`config.mk`:
```
export PLATFORM = sky130hd
export DESIGN_NAME = tia_latch_sequencer_flat
export DESIGN_NICKNAME = d
export VERILOG_FILES = /design/src/rtl/tia_latch_sequencer_pkg.sv /design/src/rtl/tia_latch_sequencer_if.sv /design/src/rtl/tia_latch_sequencer_phase_timer.sv /design/src/rtl/tia_latch_sequencer.sv /design/src/flat_wrapper.sv
export SDC_FILE = /design/constraint.sdc
export NUM_CORES = 1
export LEC_CHECK = 0
export BUFFER_PORTS_ARGS = -buffer_cell sky130_fd_sc_hd__buf_2
export CORE_MARGIN = 1.5
export CORE_UTILIZATION = 30
export CTS_CLUSTER_DIAMETER = 120
export DETAILED_ROUTE_END_ITERATION = 6
export GPL_TIMING_DRIVEN = 1
export MAX_ROUTING_LAYER = met4
export PLACE_DENSITY_LB_ADDON = 0.2
export SLEW_MARGIN = 15
export SYNTH_ARGS = -nofsm -noshare
export SYNTH_HDL_FRONTEND = slang
export SYNTH_SLANG_ARGS = --single-unit
```
`constraint.sdc`:
```
create_clock -name clock -period 1.6 [get_ports clock]
set_input_delay 0.48 -clock clock [delete_from_list [all_inputs] [get_ports clock]]
set_output_delay 0.48 -clock clock [all_outputs]
set_load 0.005 [all_outputs]
```
`src/rtl/tia_latch_sequencer_pkg.sv`:
```
// Shared types, reset constants and parameter legality checks for the TIA latch sequencer.
package tia_latch_seq_pkg;

   typedef enum logic [2:0] {
      ST_IDLE   = 3'd0,
      ST_SETUP  = 3'd1,
      ST_OPEN   = 3'd2,
      ST_FOLLOW = 3'd3,
      ST_CLOSE  = 3'd4,
      ST_DONE   = 3'd5
   } seq_state_e;

   // Every latch group holds (latch=1) whenever it is not being written.
   localparam logic LATCH_RESET_BIT = 1'b1;

   function automatic int unsigned max_u(input int unsigned a, input int unsigned b);
      return (a > b) ? a : b;
   endfunction

   function automatic bit cfg_legal(input int unsigned num_latch,
                                    input int unsigned addr_width,
                                    input int unsigned follow_cycles,
                                    input int unsigned dead_cycles);
      return (num_latch >= 1) && (addr_width < 32) &&
             ((32'd1 << addr_width) >= num_latch) &&
             (follow_cycles >= 1) && (dead_cycles >= 1);
   endfunction

endpackage

```
`src/rtl/tia_latch_sequencer_if.sv`:
```
// Write bus and latch-bank strobes of the TIA latch sequencer.
// rd_addr/rd_data exist only when TIA_LATCH_READBACK_EN is defined.
interface tia_latch_sequencer_if #(
   parameter int unsigned NUM_LATCH  = 8,
   parameter int unsigned DATA_WIDTH = 8,
   parameter int unsigned ADDR_WIDTH = 3
);
   logic                  wr_req;
   logic [ADDR_WIDTH-1:0] wr_addr;
   logic [DATA_WIDTH-1:0] wr_data;
   logic                  wr_ready;
   logic                  wr_ack;
   logic                  wr_err;
   logic [DATA_WIDTH-1:0] latch_in;
   logic [NUM_LATCH-1:0]  follow;
   logic [NUM_LATCH-1:0]  latch;
`ifdef TIA_LATCH_READBACK_EN
   logic [ADDR_WIDTH-1:0] rd_addr;
   logic [DATA_WIDTH-1:0] rd_data;

   modport master (output wr_req, wr_addr, wr_data, rd_addr,
                   input  wr_ready, wr_ack, wr_err, latch_in, follow, latch, rd_data);
   modport slave  (input  wr_req, wr_addr, wr_data, rd_addr,
                   output wr_ready, wr_ack, wr_err, latch_in, follow, latch, rd_data);
`else
   modport master (output wr_req, wr_addr, wr_data,
                   input  wr_ready, wr_ack, wr_err, latch_in, follow, latch);
   modport slave  (input  wr_req, wr_addr, wr_data,
                   output wr_ready, wr_ack, wr_err, latch_in, follow, latch);
`endif
endinterface

```
`src/rtl/tia_latch_sequencer_phase_timer.sv`:
```
// Loadable down-counter with zero flag; times the OPEN/FOLLOW/CLOSE phases.
module tia_phase_timer #(
   parameter int unsigned WIDTH = 2
) (
   input  logic             clock,
   input  logic             reset_n,
   input  logic             load_i,
   input  logic [WIDTH-1:0] load_val_i,
   output logic             zero_o
);
   logic [WIDTH-1:0] count_q, count_d;

   always_comb begin
      count_d = count_q;
      if (load_i) begin
         count_d = load_val_i;
      end else if (count_q != '0) begin
         count_d = count_q - 1'b1;
      end
   end

   always_ff @(posedge clock or negedge reset_n) begin
      if (!reset_n) begin
         count_q <= '0;
      end else begin
         count_q <= count_d;
      end
   end

   assign zero_o = (count_q == '0);
endmodule

```
`src/rtl/tia_latch_sequencer.sv`:
```
// Sequences writes into NUM_LATCH tia_l follow/latch cells with non-overlapping strobes.
// Define TIA_LATCH_READBACK_EN to add a shadow copy readable on rd_addr/rd_data.
module tia_latch_sequencer
   import tia_latch_seq_pkg::*;
#(
   parameter int unsigned NUM_LATCH     = 8,
   parameter int unsigned DATA_WIDTH    = 8,
   parameter int unsigned ADDR_WIDTH    = 3,
   parameter int unsigned FOLLOW_CYCLES = 2,
   parameter int unsigned DEAD_CYCLES   = 1
) (
   input logic                  clock,
   input logic                  reset_n,
   tia_latch_sequencer_if.slave bus
);
   localparam int unsigned PH_W = $clog2(max_u(FOLLOW_CYCLES, DEAD_CYCLES) + 1);
   localparam logic [PH_W-1:0] DEAD_LOAD   = PH_W'(DEAD_CYCLES - 1);
   localparam logic [PH_W-1:0] FOLLOW_LOAD = PH_W'(FOLLOW_CYCLES - 1);

   if (!cfg_legal(NUM_LATCH, ADDR_WIDTH, FOLLOW_CYCLES, DEAD_CYCLES)) begin : g_bad_cfg
      $error("tia_latch_sequencer: illegal parameter combination");
   end

   seq_state_e            state_q, state_d;
   logic [ADDR_WIDTH-1:0] addr_q, addr_d;
   logic                  err_q, err_d;
   logic [DATA_WIDTH-1:0] latch_in_q, latch_in_d;
   logic                  ready_q, ready_d;
   logic                  ack_q, ack_d;
   logic                  werr_q, werr_d;
   logic [NUM_LATCH-1:0]  follow_q, follow_d;
   logic [NUM_LATCH-1:0]  latch_q, latch_d;
   logic [NUM_LATCH-1:0]  sel;
   logic                  accept, addr_valid;
   logic                  ph_load, ph_zero;
   logic [PH_W-1:0]       ph_val;

   tia_phase_timer #(.WIDTH(PH_W)) u_timer (
      .clock      (clock),
      .reset_n    (reset_n),
      .load_i     (ph_load),
      .load_val_i (ph_val),
      .zero_o     (ph_zero)
   );

   assign accept     = bus.wr_req & ready_q;
   assign addr_valid = (32'(bus.wr_addr) < NUM_LATCH);

   // Out-of-range addresses decode to no group, so the error path cannot touch a cell.
   always_comb begin
      sel = '0;
      for (int unsigned i = 0; i < NUM_LATCH; i++) begin
         if (32'(addr_q) == i) sel[i] = 1'b1;
      end
   end

   // Strobes are registered from the current state, so they trail the state by one cycle.
   always_comb begin
      state_d    = state_q;
      addr_d     = addr_q;
      err_d      = err_q;
      latch_in_d = latch_in_q;
      ready_d    = ready_q;
      ack_d      = 1'b0;
      werr_d     = 1'b0;
      follow_d   = '0;
      latch_d    = {NUM_LATCH{LATCH_RESET_BIT}};
      ph_load    = 1'b0;
      ph_val     = '0;
      unique case (state_q)
         ST_IDLE: begin
            if (accept) begin
               addr_d     = bus.wr_addr;
               latch_in_d = bus.wr_data;
               ready_d    = 1'b0;
               ph_load    = 1'b1;
               err_d      = !addr_valid;
               state_d    = addr_valid ? ST_SETUP : ST_DONE;
            end
         end
         ST_SETUP: begin
            ph_load = 1'b1;
            ph_val  = DEAD_LOAD;
            state_d = ST_OPEN;
         end
         ST_OPEN: begin
            latch_d = latch_d & ~sel;
            if (ph_zero) begin
               ph_load = 1'b1;
               ph_val  = FOLLOW_LOAD;
               state_d = ST_FOLLOW;
            end
         end
         ST_FOLLOW: begin
            latch_d  = latch_d & ~sel;
            follow_d = sel;
            if (ph_zero) begin
               ph_load = 1'b1;
               ph_val  = DEAD_LOAD;
               state_d = ST_CLOSE;
            end
         end
         ST_CLOSE: begin
            latch_d = latch_d & ~sel;
            if (ph_zero) begin
               ph_load = 1'b1;
               state_d = ST_DONE;
            end
         end
         ST_DONE: begin
            ack_d   = 1'b1;
            werr_d  = err_q;
            ready_d = 1'b1;
            ph_load = 1'b1;
            state_d = ST_IDLE;
         end
         default: state_d = ST_IDLE;
      endcase
   end

   always_ff @(posedge clock or negedge reset_n) begin
      if (!reset_n) begin
         state_q    <= ST_IDLE;
         addr_q     <= '0;
         err_q      <= 1'b0;
         latch_in_q <= '0;
         ready_q    <= 1'b1;
         ack_q      <= 1'b0;
         werr_q     <= 1'b0;
         follow_q   <= '0;
         latch_q    <= {NUM_LATCH{LATCH_RESET_BIT}};
      end else begin
         state_q    <= state_d;
         addr_q     <= addr_d;
         err_q      <= err_d;
         latch_in_q <= latch_in_d;
         ready_q    <= ready_d;
         ack_q      <= ack_d;
         werr_q     <= werr_d;
         follow_q   <= follow_d;
         latch_q    <= latch_d;
      end
   end

   assign bus.wr_ready = ready_q;
   assign bus.wr_ack   = ack_q;
   assign bus.wr_err   = werr_q;
   assign bus.latch_in = latch_in_q;
   assign bus.follow   = follow_q;
   assign bus.latch    = latch_q;

`ifdef TIA_LATCH_READBACK_EN
   logic [DATA_WIDTH-1:0] shadow_q [NUM_LATCH];
   logic [DATA_WIDTH-1:0] rd_data;

   always_ff @(posedge clock or negedge reset_n) begin
      if (!reset_n) begin
         for (int unsigned i = 0; i < NUM_LATCH; i++) shadow_q[i] <= '0;
      end else if (state_q == ST_DONE) begin
         for (int unsigned i = 0; i < NUM_LATCH; i++) begin
            if (sel[i]) shadow_q[i] <= latch_in_q;
         end
      end
   end

   always_comb begin
      rd_data = '0;
      for (int unsigned i = 0; i < NUM_LATCH; i++) begin
         if (32'(bus.rd_addr) == i) rd_data = shadow_q[i];
      end
   end

   assign bus.rd_data = rd_data;
`endif
endmodule

```
`src/flat_wrapper.sv`:
```
// flat-port wrapper written by rule: the top's interface ports become plain ports
module tia_latch_sequencer_flat import tia_latch_seq_pkg::*;
#(
   parameter int unsigned NUM_LATCH     = 8,
   parameter int unsigned DATA_WIDTH    = 8,
   parameter int unsigned ADDR_WIDTH    = 3,
   parameter int unsigned FOLLOW_CYCLES = 2,
   parameter int unsigned DEAD_CYCLES   = 1
)
  (clock, reset_n, bus_wr_req, bus_wr_addr, bus_wr_data, bus_wr_ready, bus_wr_ack, bus_wr_err, bus_latch_in, bus_follow, bus_latch);
  tia_latch_sequencer_if #(.NUM_LATCH(NUM_LATCH), .DATA_WIDTH(DATA_WIDTH), .ADDR_WIDTH(ADDR_WIDTH)) bus_i ();
  input logic clock;
  input logic reset_n;
  input wire logic [$bits(bus_i.wr_req)-1:0] bus_wr_req;
  input wire logic [$bits(bus_i.wr_addr)-1:0] bus_wr_addr;
  input wire logic [$bits(bus_i.wr_data)-1:0] bus_wr_data;
  output wire logic [$bits(bus_i.wr_ready)-1:0] bus_wr_ready;
  output wire logic [$bits(bus_i.wr_ack)-1:0] bus_wr_ack;
  output wire logic [$bits(bus_i.wr_err)-1:0] bus_wr_err;
  output wire logic [$bits(bus_i.latch_in)-1:0] bus_latch_in;
  output wire logic [$bits(bus_i.follow)-1:0] bus_follow;
  output wire logic [$bits(bus_i.latch)-1:0] bus_latch;
  assign bus_i.wr_req = bus_wr_req;
  assign bus_i.wr_addr = bus_wr_addr;
  assign bus_i.wr_data = bus_wr_data;
  assign bus_wr_ready = bus_i.wr_ready;
  assign bus_wr_ack = bus_i.wr_ack;
  assign bus_wr_err = bus_i.wr_err;
  assign bus_latch_in = bus_i.latch_in;
  assign bus_follow = bus_i.follow;
  assign bus_latch = bus_i.latch;
  tia_latch_sequencer #(.NUM_LATCH(NUM_LATCH), .DATA_WIDTH(DATA_WIDTH), .ADDR_WIDTH(ADDR_WIDTH), .FOLLOW_CYCLES(FOLLOW_CYCLES), .DEAD_CYCLES(DEAD_CYCLES)) u_core (.clock(clock), .reset_n(reset_n), .bus(bus_i));
endmodule
```
* Word level (Yosys, flattened, before mapping)
Cells that the tools add are included.
** Storage, ports and cells
- Input bits :: 14
- Flip-flop bits (word level) :: 34
- Logic and storage cells :: 63
- Output and inout bits :: 27
** Cells by class
- Muxes and demuxes :: 25
- Bitwise operators :: 2
- $add $sub $neg :: 1
- Reductions and logical operators :: 11
- Eq/ne operators :: 16
** Operators by type and width (number)
- == test 3 bit, second input constant :: 6
- 2-to-1 mux 8 bit :: 2
- case mux 3 bit (5 select lines) :: 1
- 2-to-1 mux 1 bit :: 13
- == test 3 x 2 -> 1 bit, second input constant :: 4
- 2-to-1 mux 3 bit :: 4
- inequality test 2 x 1 -> 1 bit, second input constant :: 4
- NOT 8 bit :: 1
- == test 3 x 1 -> 1 bit, second input constant :: 2
- zero test 3 bit :: 2
- 2-to-1 mux 2 bit :: 3
- nonzero test 2 bit :: 3
- AND reduction 2 bit :: 2
- AND reduction 4 bit :: 1
- case mux 1 bit (3 select lines) :: 1
- OR reduction 3 bit :: 1
- zero test 2 bit :: 1
- case mux 1 bit (2 select lines) :: 1
- OR reduction 2 bit :: 1
- subtractor 2 x 1 -> 2 bit, second input constant :: 1
- bitwise AND 1 bit :: 1

* Longest topological paths before layout
Gate-level depths: netlist of the first run.
- Word-level depth :: 4
- Depth in mapped cells :: 7

* Cells and area by module
From an unflattened synthesis of the first run, not the netlist that was laid out.
** Second synthesis, totals
- Cell total of the unflattened synthesis :: 111
- Area total of the unflattened synthesis :: 1376.3 um^2
** By module, submodules not included
- tia_latch_sequencer :: area each 1262.5 um^2, cells an instance 99, times used 1, sequential area each 812.0 um^2
- tia_phase_timer :: area each 113.9 um^2, cells an instance 12, times used 1, sequential area each 50.0 um^2

* Worst setup path before layout of the first run
No wires, ideal clock.
- Path type :: flip-flop to flip-flop
- From :: register u_core.ready_q (netlist: u_core.bus.wr_ready)
- To :: register u_core.addr_q[2]
- Data required time :: 1.475 ns
- Path buffers :: 1
- Path slack :: 0.097 ns
- Data arrival time :: 1.378 ns
- Stages on the path, launching flop included :: 5
- Library setup time :: 0.125 ns
- Path through :: dfstp_2 -> nand2_1 -> nor4_4 -> buf_6 -> mux2_2
** On the way
- Cells in the longest elaborated chain, start to end :: 2
** RTL lines
- from (decl) :: RTL line tia_latch_sequencer.sv:28 : logic ready_q, ready_d;
- from (signal assigned) :: RTL line tia_latch_sequencer.sv:137 : ready_q <= ready_d;
- bitwise AND 1 bit :: RTL line tia_latch_sequencer.sv:46 : assign accept = bus.wr_req & ready_q;
- AND reduction 2 bit (no line)
- to (signal assigned) :: RTL line tia_latch_sequencer.sv:134 : addr_q <= addr_d;
- to (decl) :: RTL line tia_latch_sequencer.sv:25 : logic [ADDR_WIDTH-1:0] addr_q, addr_d;
Every way passes these cells.
A chain may end at the register's enable or synchronous reset.

* Worst setup path in the final report of the first run
- From :: register u_core.ready_q (netlist: u_core.bus.wr_ready)
- To :: register u_core.latch_in_q[0] (netlist: u_core.bus.latch_in[0])
** On the way
- Cells in the longest elaborated chain, start to end :: 2
** RTL lines
- bitwise AND 1 bit :: RTL line tia_latch_sequencer.sv:46
- AND reduction 2 bit (no line)
- to (signal assigned) :: RTL line tia_latch_sequencer.sv:136 : latch_in_q <= latch_in_d;
- to (decl) :: RTL line tia_latch_sequencer.sv:27 : logic [DATA_WIDTH-1:0] latch_in_q, latch_in_d;
Every way passes these cells.

==> results.md, run 1 <==
- The classification of the worst setup path is reg2reg.
- Counting I/O delays and the setup requirement, the final critical path takes 1.50 ns.
- The post-route setup TNS is 0 ns.
- The die footprint is 5030 µm².
- Routability-driven placement finished with a final weighted congestion of 0.844.
- The type of element capturing the critical path is a flop.
- The tightest min-delay check is of the in2async type.
- The first global-routing pass estimated 4540 µm of wire.
- Clock latency on the worst-skew pair, taken at its later pin, is 0.28 ns.
- The clock-pin slew on the worst setup and hold paths is 0.07 ns.
- Summed over all layers, the global routing overflow is 0.
- The number of nets produced by synthesis is 132.
- The final layout contains 175 nets.
- The distinct cell type count of the synthesized netlist is 28.
- The most used flip-flop cell after synthesis is sky130_fd_sc_hd__dfrtp_1.
- The leakage power total is 0.840 nW.
- The worst path required time is 1.76 ns.
- The share of async-settable or async-resettable flops after synthesis is 100%.
- The initial standard-cell utilization of the core is 31.6%.
- The floorplan step set the die width to 70.9 µm.
- The number of antenna violations at the first check in global routing was 0.
- The number of buffers added on ports is 39.
- STA puts the critical path data arrival time at 1.66 ns.
- The max-cap violation count is 0.
- The number of setup buffers added after CTS is 0.
- The portion of the clock cycle consumed by the worst path in the final layout is 93.8%.
- The estimated wirelength of the detail-placed design is 1840 µm.
- TritonCTS built the clock tree.
- Sorting the synthesized cells by how often they occur yields sky130_fd_sc_hd__dfrtp_1, sky130_fd_sc_hd__nor2_1, sky130_fd_sc_hd__mux2_2, sky130_fd_sc_hd__nand2_1, sky130_fd_sc_hd__dfstp_2.
- The clock root buffer is sky130_fd_sc_hd__clkbuf_8.
- Measured along the y axis, the die boundary spans 70.9 µm.
- The post-detailed-route wirelength per cell is 11.9 µm.
- The number of antenna repair diodes is 0.
- The maximum number of pins on one net before global-route repair is 19.
- The fraction of final layout cells with drive strength greater than 1 is 45.3%.
- The routed layout has 962 vias.
- By area the synthesized netlist is led by sky130_fd_sc_hd__dfrtp_1, sky130_fd_sc_hd__dfstp_2, sky130_fd_sc_hd__mux2_2.
- The post-synthesis sequential area ratio is 62.2%.
- Summed over all instances, the cell type with the most area after synthesis is sky130_fd_sc_hd__dfrtp_1.
- In the detailed route, the total length drawn on met3 is 149 µm.
- Along the worst path, the maximum fanout reaches 13.
- The number of flops mapped to enable cells by yosys is 0.
- Row generation in the floorplan step produced 24 rows.
- Setup repair after global routing left no endpoint under its margin.
- The DRC violations left is 0.
- The post-cts repair resize count is 0.
- The final worst hold slack is 0.114 ns.
- Pin placement for this block handled 41 I/O pins.
- The number of cells produced by synthesis is 117.
- The run finished with clean final reports.
- The length of routed met2 wiring is 1300 µm.
- The total detailed-routing wirelength is 2530 µm.
- The count of endpoints failing setup in the final report is 0.
- The area of combinational cells with multiple inputs is 455 µm².
- Power spread over the standard cell area amounts to 1950 nW/µm².
- Global routing consumed, over all layers together, 12.0% of the routing resources.
- The number of max-slew violations in the final report was 0.
- The Yosys step of the flow raised 0 warnings.
- STA classifies the critical path startpoint as a flop.
- After synthesis the netlist holds a flip-flop and latch count of 34.
- Among all cell types in the netlist, the one instantiated most often is sky130_fd_sc_hd__dfrtp_1.
- The core region is 4380 µm².
- The area growth from synthesis to final layout is 28.2%.
- The achievable frequency is 666 MHz.
- In this run, CTS created clock tree buffers numbering 5.
- The final count of hold timing violations is 0.
- The area share of the largest cell type after synthesis is 45.2%.
- The post-cts hold buffer count is 0.
- The pre-antenna-repair detailed-routing pass consisted of 4 iterations.
- The number of DRC violations after detailed-routing iteration 0 is 40.
- The post-route met1 wirelength is 1070 µm.
- The total standard cell area after synthesis is 1390 µm².
- The buffer depth of the longest clock path is 2.
- Counting the fill cells in the layout gives 426.
- The highest ir drop seen on vdd is 0.000757 V.
- In the final layout, flip-flops and latches occupy 862 µm².
- The count of nets left with antenna violations once routing finished came out at 0.
- The via density per instance is 4.52.
- The CTS sink count is 34.
- After detailed routing, no signal wire sits above met4.
- The post-synthesis area per instance is 11.8 µm².
- The number of global-route vias before repair was 973.
- The design draws 3.46 mW.
- The maximum level of the CTS H-tree is 2.
- The clock tree skew after final layout is 0.00569 ns.
[routing by layer]
layer | GRT usage (%) | vias to the layer above
met5 | - | -
li1 | - | 475
met2 | 18.7 | 29
met1 | 14.4 | 456
met3 | 4.42 | 2
met4 | 3.77 | 0
[worst max-delay path, stage by stage (launching register included)]
cell and delay [ns]:
sky130_fd_sc_hd__dfstp_2 0.54, sky130_fd_sc_hd__nand2_1 0.12, sky130_fd_sc_hd__nor4_4 0.21, sky130_fd_sc_hd__buf_12 0.18
sky130_fd_sc_hd__mux2_2 0.33
[where the power goes]
part / leakage [nW] / internal (mW) / switching (mW)
clock network: 0.0585 / 0.508 / 0.297
registers: 0.414 / 1.21 / 0.245
logic: 0.367 / 0.610 / 0.586
[registers in the layout (all words and copies together), names as in the netlist]
signal / count
u_core.bus.follow: 8
u_core.bus.latch: 8
u_core.bus.latch_in: 8
u_core.addr_q: 3
u_core.state_q: 3
u_core.u_timer.count_q: 2
u_core.bus.wr_ack: 1
u_core.bus.wr_ready: 1
[area by class of cell]
class,count,area share [%]
Timing Repair Buffer,45,14.9
Clock buffer,7,4.86
Sequential cell,34,48.6
Tap cell,52,3.66
Multi-Input combinational cell,71,25.7
Clock inverter,1,1.69
Inverter,3,0.634
[kinds of logic after synthesis]
kind of cell,synth area share (%)
simple gates,16.1
mux,9.67
compound gates,5.96
flops,62.2
fa+ha+maj,0.903
buf+inv,4.88
other cells,0.271
[placed cells by master (no fill, tap or decap), drive strengths merged]
| cell | n |
|---|---|
| a21oi | 4 |
| a22oi | 1 |
| a2bb2oi | 1 |
| a32o | 1 |
| and3 | 2 |
| buf | 45 |
| bufinv | 1 |
| clkbuf | 7 |
| conb | 1 |
| dfrtp | 25 |
| dfstp | 9 |
| ha | 1 |
| inv | 3 |
| mux2 | 11 |
| mux2i | 1 |
| nand2 | 11 |
| nand2b | 4 |
| nand3 | 5 |
| nand3b | 1 |
| nor2 | 12 |
| nor2b | 4 |
| nor3 | 4 |
| nor4 | 1 |
| o21ai | 3 |
| o21bai | 1 |
| o22ai | 1 |
| o31ai | 1 |
[through the flow]
step | utilization (%) | std cells | setup WS, ns | instance area [µm²]
2_1_floorplan | - | 117 | 0.0968 | 1390
4_1_cts | 40.5 | 213 | 0.0720 | 1780
5_1_grt | 40.5 | 213 | 0.00919 | 1780
3_3_place_gp | 37.8 | 205 | 0.101 | 1660
6_report | 40.5 | 213 | 0.0988 | 1780
3_5_place_dp | 37.8 | 205 | 0.0598 | 1660
[path summary, 6_finish.rpt]
path,from,to,slack (ns),cells past startpoint
hold / removal,reset_n,u_core.bus.follow[7]$_DFF_PN0_,0.11,1
hold reg to reg,u_core.bus.wr_ready$_DFFE_PN1P_,u_core.bus.wr_ready$_DFFE_PN1P_,0.48,2
max in group asynchronous,reset_n,u_core.bus.wr_ready$_DFFE_PN1P_,0.98,2
setup reg to reg,u_core.bus.wr_ready$_DFFE_PN1P_,u_core.bus.latch_in[0]$_DFFE_PN0P_,0.1,4
setup / recovery,u_core.bus.wr_ready$_DFFE_PN1P_,u_core.bus.latch_in[0]$_DFFE_PN0P_,0.1,4
min in group clock,bus_wr_data[4],u_core.bus.latch_in[4]$_DFFE_PN0P_,0.43,2
Note: power is estimated with default switching activity, not from simulation.
==> run 2: changes to the inputs <==
clock period = 1.4 ns   (was 1.6 ns; I/O delays follow)
==> results.md, run 2 (synthesized netlist as in run 1, its figures left out) <==
- Clock tree synthesis selected as its root buffer the cell sky130_fd_sc_hd__clkbuf_8.
- The number of antenna violations at the first check in global routing is 0.
- The run finished, with violations left.
- For this run, the number of standard cells in the final layout without fillers is 218.
- The number of detailed-route iterations in the first pass is 4.
- For this run, design rule violations remaining after detail routing come to 0.
- Across the run, the number of max-cap violations was 0.
- The number of nets in the finished design is 180.
- The critical path is of the reg2out type.
- In this run the cell area measured after placement is 1680 µm².
- The clock net in this run drives a total of 34 sinks.
- On the worst path, the slowest cell contributes a delay of 0.56 ns.
- The TritonCTS clock tree is done.
- The number of buffers added on ports is 39.
- The post-route setup TNS is -0.184 ns.
- The leakage power total is 0.888 nW.
- The H-tree generated during clock tree synthesis spans 2 levels.
- The die covers 5030 µm².
- Once the floorplan was initialized, standard cells occupied 31.6% of the core.
- The count of endpoints failing setup in the final report is 12.
- The arrival time of the worst setup path is 1.03 ns.
- The cell internal power dissipation is 2.68 mW.
- OpenSTA, run right after detailed placement, puts the worst setup slack at -0.0181 ns.
- Clock skew on the completed layout was measured at 0.00330 ns.
- The area inside the core boundary is 4380 µm².
- The routed layout has 999 vias.
- In this run the core area contains 24 standard-cell rows.
- The power per unit of standard cell area is 2210 nW/µm².
- The launching element type of the critical path is a flop.
- The tightest hold path in the finished design has a slack of 0.152 ns.
- Clock latency on the worst-skew pair, taken at its later pin, is 0.28 ns.
- In this run the horizontal extent of the chip is 70.9 µm.
- The worst-case IR drop observed on VDD is 0.000837 V.
- From synthesis to final layout, the design area changed by 33.1%.
- The class of the most critical hold timing path is in2async.
- The total overflow left after global routing is 0.
- The number of antenna repair diodes is 0.
- The cell total after placement is 209.
- The achievable frequency is 690 MHz.
- Setup repair after global routing could not meet its margin everywhere.
- In the post-route analysis, the smallest setup slack over all paths is -0.0491 ns.
- The final critical path takes up 104% of the cycle.
- The number of DRC violations after detailed-routing iteration 0 is 23.
- The final count of hold timing violations is 0.
- The signal on the critical path passes through buf_6 -> buf_6.
- The library cell used most frequently in the layout, excluding fill and tap cells, is sky130_fd_sc_hd__buf_2.
- The cell that appears most often on the critical path is sky130_fd_sc_hd__buf_6.
- After detailed routing, the average wire length per cell comes to 12.7 µm.
- Detailed placement ended at an HPWL of 1920 µm.
- The combinational fraction of design power is 41.2%.
- The number of placed I/O pins is 41.
- In this run, CTS created clock tree buffers numbering 5.
- Counting the fill cells in the layout gives 422.
- The worst path required time is 0.98 ns.
- The finished layout cell area is 1840 µm².
- Using the TritonRoute via totals, the vias-per-cell ratio works out to 4.58.
- In this run the deepest clock path goes through 2 buffers.
- The sequential power share is 40.4%.
- The first global-routing pass estimated 4610 µm of wire.
- Once layout is complete, the utilization of the core stands at 42.0%.
- The maximum number of pins on one net before global-route repair is 35.
- At the end of routability-driven placement, the weighted congestion stood at 0.825.
- The clock network burns 18.4% of the power.
- The clock-pin slew on the worst setup and hold paths is 0.07 ns.
- Summed over all nets, the switching power comes to 1.38 mW.
- Summed over all layers, the routed wires come to 2760 µm.
- The number of global-route vias before repair is 999.
- Of the total power, the share spent switching nets is 34.0%.
- The largest fanout on the critical path is 2.
- The top cell types in the final layout, fill and taps aside, are sky130_fd_sc_hd__buf_2, sky130_fd_sc_hd__dfrtp_1, sky130_fd_sc_hd__nor2_1.
- Global routing used 12.5% of the available tracks across all layers.
- The worst setup path is captured at an output port.
- For this design, the slowest cell found on the critical path is sky130_fd_sc_hd__dfstp_2.
- The post-cts hold buffer count is 0.
- The final reports fail on negative setup slack.
- The vertical die dimension is 70.9 µm.
- The number of max-slew violations in the final report is 0.
- The fraction of final layout cells with drive strength greater than 1 is 49.4%.
- The power consumption is 4.07 mW.
- The count of nets left with antenna violations once routing finished came out at 0.
- The post-route minimum period is 1.45 ns.
==> run 2: cell types whose count changed in the layout (fill, tap and decap cells not counted), sizes merged <==
cell / delta
buf: +5
bufinv: -1
clkbuf: -1
clkinv: +1
clkinvlp: +1
==> run 2: path summary, 6_finish.rpt <==
kind                                                     from                                    end  slack, ns  depth (start not counted)
setup / recovery              u_core.bus.wr_ready$_DFFE_PN1P_                           bus_wr_ready      -0.05                          2
hold / removal                                        reset_n  u_core.u_timer.count_q[0]$_DFFE_PN0P_       0.15                          2
setup reg to reg              u_core.bus.wr_ready$_DFFE_PN1P_     u_core.bus.latch_in[5]$_DFFE_PN0P_      -0.02                          4
hold reg to reg            u_core.bus.latch_in[2]$_DFFE_PN0P_     u_core.bus.latch_in[2]$_DFFE_PN0P_       0.51                          1
max in group asynchronous                             reset_n          u_core.bus.latch[3]$_DFF_PN1_       0.91                          2
min in group clock                             bus_wr_data[1]     u_core.bus.latch_in[1]$_DFFE_PN0P_       0.36                          2
==> run 2: layer usage <==
metal / share of wire, % / wire, µm / GRT usage, % / up-vias
li1: - / - / - / 481
met1: 43 / 1190 / 14.8 / 484
met2: 51 / 1400 / 18.9 / 30
met3: 4.7 / 131 / 3.42 / 4
met4: 1.5 / 42 / 7.97 / 0
met5: 0 / 0 / - / -
==> run 2: power by group through the flow <==
stage	Clock, mW	Combinational, mW	Sequential [mW]
3_5_place_dp	0	1.51	1.66
2_1_floorplan	0	1.01	1.59
6_report	0.746	1.68	1.64
4_1_cts	0.786	1.66	1.65
3_3_place_gp	0	1.47	1.64
5_1_grt	0.827	1.86	1.72
==> run 2: cell type report <==
cell class / instances / area, µm² / area share, %
clock buffer: 6 / 82.6 / 4.48
tap: 52 / 65.1 / 3.53
inverter: 3 / 11.3 / 0.611
sequential: 34 / 862 / 46.8
clock inverter: 2 / 12.5 / 0.679
timing repair buffer: 50 / 300 / 16.3
multi-input combinational: 71 / 509 / 27.6
==> run 2: worst max-delay path, delay by kind of cell, from the launching register on <==
kind / cells / cell delay, ns
flip-flops: 1 / 0.56
buffers and inverters: 2 / 0.18
==> run 2: what timing repair did <==
action,in CTS,in global routing
endpoints found under the hold margin,0,0
setup buffers,0,1
setup endpoints to repair,12,15
resized for setup,13,2
==> run 3: changes to the inputs <==
CAP_MARGIN = 10   (was unset)
CORE_UTILIZATION = 50   (was 30)
==> results.md, run 3 (synthesized netlist as in run 1, its figures left out) <==
- 41 I/O pins were placed.
- After the first detailed-routing iteration, the DRC count stood at 22.
- VDD sags by at most 0.00154 V.
- Leaving out fill and tap cells, the most frequent cell in the layout is sky130_fd_sc_hd__buf_2.
- The antenna violation net count after detailed routing is 0.
- The number of antenna diodes in the final layout is 0.
- The number of antenna violations at the first check in global routing came to 0.
- The insertion delay of the later-clocked pin in the worst-skew pair is 0.34 ns.
- The critical path is of the reg2out type.
- The number of nets in the finished design is 180.
- For the finished layout, the period the worst path requires is 1.51 ns.
- The worst setup path is captured at an output port.
- For this run, the total global-route usage over all layers was measured as 19.3%.
- The endpoint of the most critical register-to-register path is u_core.bus.latch_in[4]$_DFFE_PN0P_.
- The analysis attributes to cell leakage a power of 0.857 nW.
- The worst slack at placement is -0.0250 ns.
- The die covers 3090 µm².
- The class of the most critical hold timing path is in2async.
- The area inside the core boundary is 2540 µm².
- The placement row count is 18.
- The first global-routing pass estimated 4430 µm of wire.
- For this run, the top clock speed supported by timing is 662 MHz.
- The clock passes through at most 2 buffers.
- Clock-pin slew was measured on the worst setup and hold paths at 0.11 ns.
- The setup check on the worst reg-to-reg path leaves a slack of -0.10 ns.
- The die is 55.6 µm tall.
- Once layout is done, the placed cells without fillers occupy 1770 µm².
- The flow ran to the end, but the final reports show violations.
- The signal on the critical path passes through buf_4 -> buf_6.
- Adding up every negative setup slack in the final design gives -1.04 ns.
- The launching element type of the critical path is a flop.
- The estimated wirelength of the detail-placed design is 1690 µm.
- The total detailed-routing wirelength is 2610 µm.
- Dividing total power by cell area gives a power density of 2180 nW/µm².
- The worst path required time is 0.98 ns.
- The critical path contains buffers and inverters numbering 2 combined.
- Of all nets on the critical path, the largest fanout is 2.
- The power consumption is 3.86 mW.
- The clock drives 34 sinks.
- The number of detailed-route iterations in the first pass is 4.
- In the finished design, the share of the clock period the worst path needs comes to 108%.
- Setup violations remaining at the end of the flow were counted as 12.
- Grouping stages by cell kind, the critical path spends the most delay in flip-flops.
- The final count of hold timing violations is 0.
- The TritonCTS clock tree is done.
- In this run the clock root is driven by a sky130_fd_sc_hd__clkbuf_4.
- The number of buffers added on ports is 39.
- The initial standard-cell utilization of the core is 54.4%.
- The arrival time of the worst setup path is 1.09 ns.
- Routability-driven placement finished with a final weighted congestion of 0.809.
- The H-tree generated during clock tree synthesis spans 2 levels.
- The area growth from synthesis to final layout is 27.8%.
- In the routed design, unresolved DRC markers number 0.
- Setup repair after global routing could not meet its margin everywhere.
- The width of the chip is 55.6 µm.
- The final reports fail on negative setup slack.
- On the worst path, the slowest cell contributes a delay of 0.55 ns.
- Summing over every cut layer, the via total after detailed routing is 1014.
- The cell area after placement is 1650 µm².
- The fraction of final layout cells with drive strength greater than 1 is 50.0%.
- In this run, post-CTS hold repair placed 0 buffers.
- The number of max-slew violations in the final report was 0.
- The total clock buffers created by CTS is 5.
- The startpoint of the lowest-slack register-to-register path is u_core.bus.wr_ready$_DFFE_PN1P_.
- In the layout the commonest cells are sky130_fd_sc_hd__buf_2, sky130_fd_sc_hd__dfrtp_1, sky130_fd_sc_hd__nor2_1.
- The aggregate global routing overflow is 0.
- The number of global-route vias before repair is 961.
- After detailed routing, the average wire length per cell comes to 13.3 µm.
- The max-cap violation count is 0.
- Across the routed clock network, the largest skew measured is 0.0105 ns.
- The maximum number of pins on one net before global-route repair is 35.
- The via density per instance is 5.17.
- The worst reg-to-reg path cell count is 5.
- The largest individual stage delay along the critical path comes from the cell sky130_fd_sc_hd__dfstp_2.
- After layout, the worst setup slack is -0.111 ns.
-- run 3: how the worst max path moves through the flow --
stage                                         start                                 end  slack (ns)  depth (start not counted)
floorplan           u_core.bus.wr_ready$_DFFE_PN1P_        u_core.addr_q[2]$_DFFE_PN0P_       -0.06                          4
global placement                         bus_wr_req        u_core.addr_q[0]$_DFFE_PN0P_        0.01                          5
detailed placement                       bus_wr_req  u_core.bus.latch_in[3]$_DFFE_PN0P_       -0.02                          5
CTS                 u_core.bus.wr_ready$_DFFE_PN1P_                        bus_wr_ready       -0.11                          2
global route        u_core.bus.wr_ready$_DFFE_PN1P_        u_core.addr_q[0]$_DFFE_PN0P_       -0.17                          5
finish              u_core.bus.wr_ready$_DFFE_PN1P_                        bus_wr_ready       -0.11                          2
-- run 3: routing by layer --
layer / up-vias / part of all wire (%) / wire, µm / track usage [%]
met4: 0 / 2.3 / 60 / 7.32
met5: - / 0 / 0 / -
li1: 487 / - / - / -
met2: 35 / 48 / 1240 / 29.1
met1: 483 / 44 / 1140 / 24.1
met3: 9 / 6.1 / 160 / 6.98
-- run 3: cell type report --
| type | instances | area [µm²] |
|---|---|---|
| Clock inverter | 2 | 13.8 |
| Timing Repair Buffer | 50 | 313 |
| Inverter | 3 | 11.3 |
| Tap cell | 30 | 37.5 |
| Clock buffer | 6 | 41.3 |
| Fill cell | 204 | 774 |
| Multi-Input combinational cell | 71 | 492 |
| Sequential cell | 34 | 862 |
-- run 3: metrics by stage --
stage | util (%) | hold WS, ns | std cells
2_1_floorplan | - | 0.124 | 117
6_report | 69.6 | 0.0817 | 196
3_5_place_dp | 64.8 | 0.467 | 186
3_3_place_gp | 64.8 | 0.456 | 186
4_1_cts | 68.1 | 0.0895 | 196
5_1_grt | 69.6 | 0.121 | 196
-- run 3: what timing repair did --
| action | CTS | global route |
|---|---|---|
| resized for setup | 3 | 9 |
| setup buffers | 2 | 0 |
| endpoints found under the setup margin | 18 | 29 |
-- run 3: power breakdown --
| group | leakage [nW] | total, mW | internal, mW | switching (mW) |
|---|---|---|---|---|
| clock network | 0.0322 | 0.529 | 0.197 | 0.332 |
| logic | 0.410 | 1.69 | 0.871 | 0.822 |
| registers | 0.414 | 1.63 | 1.38 | 0.249 |
| total | 0.857 | 3.86 | 2.45 | 1.40 |
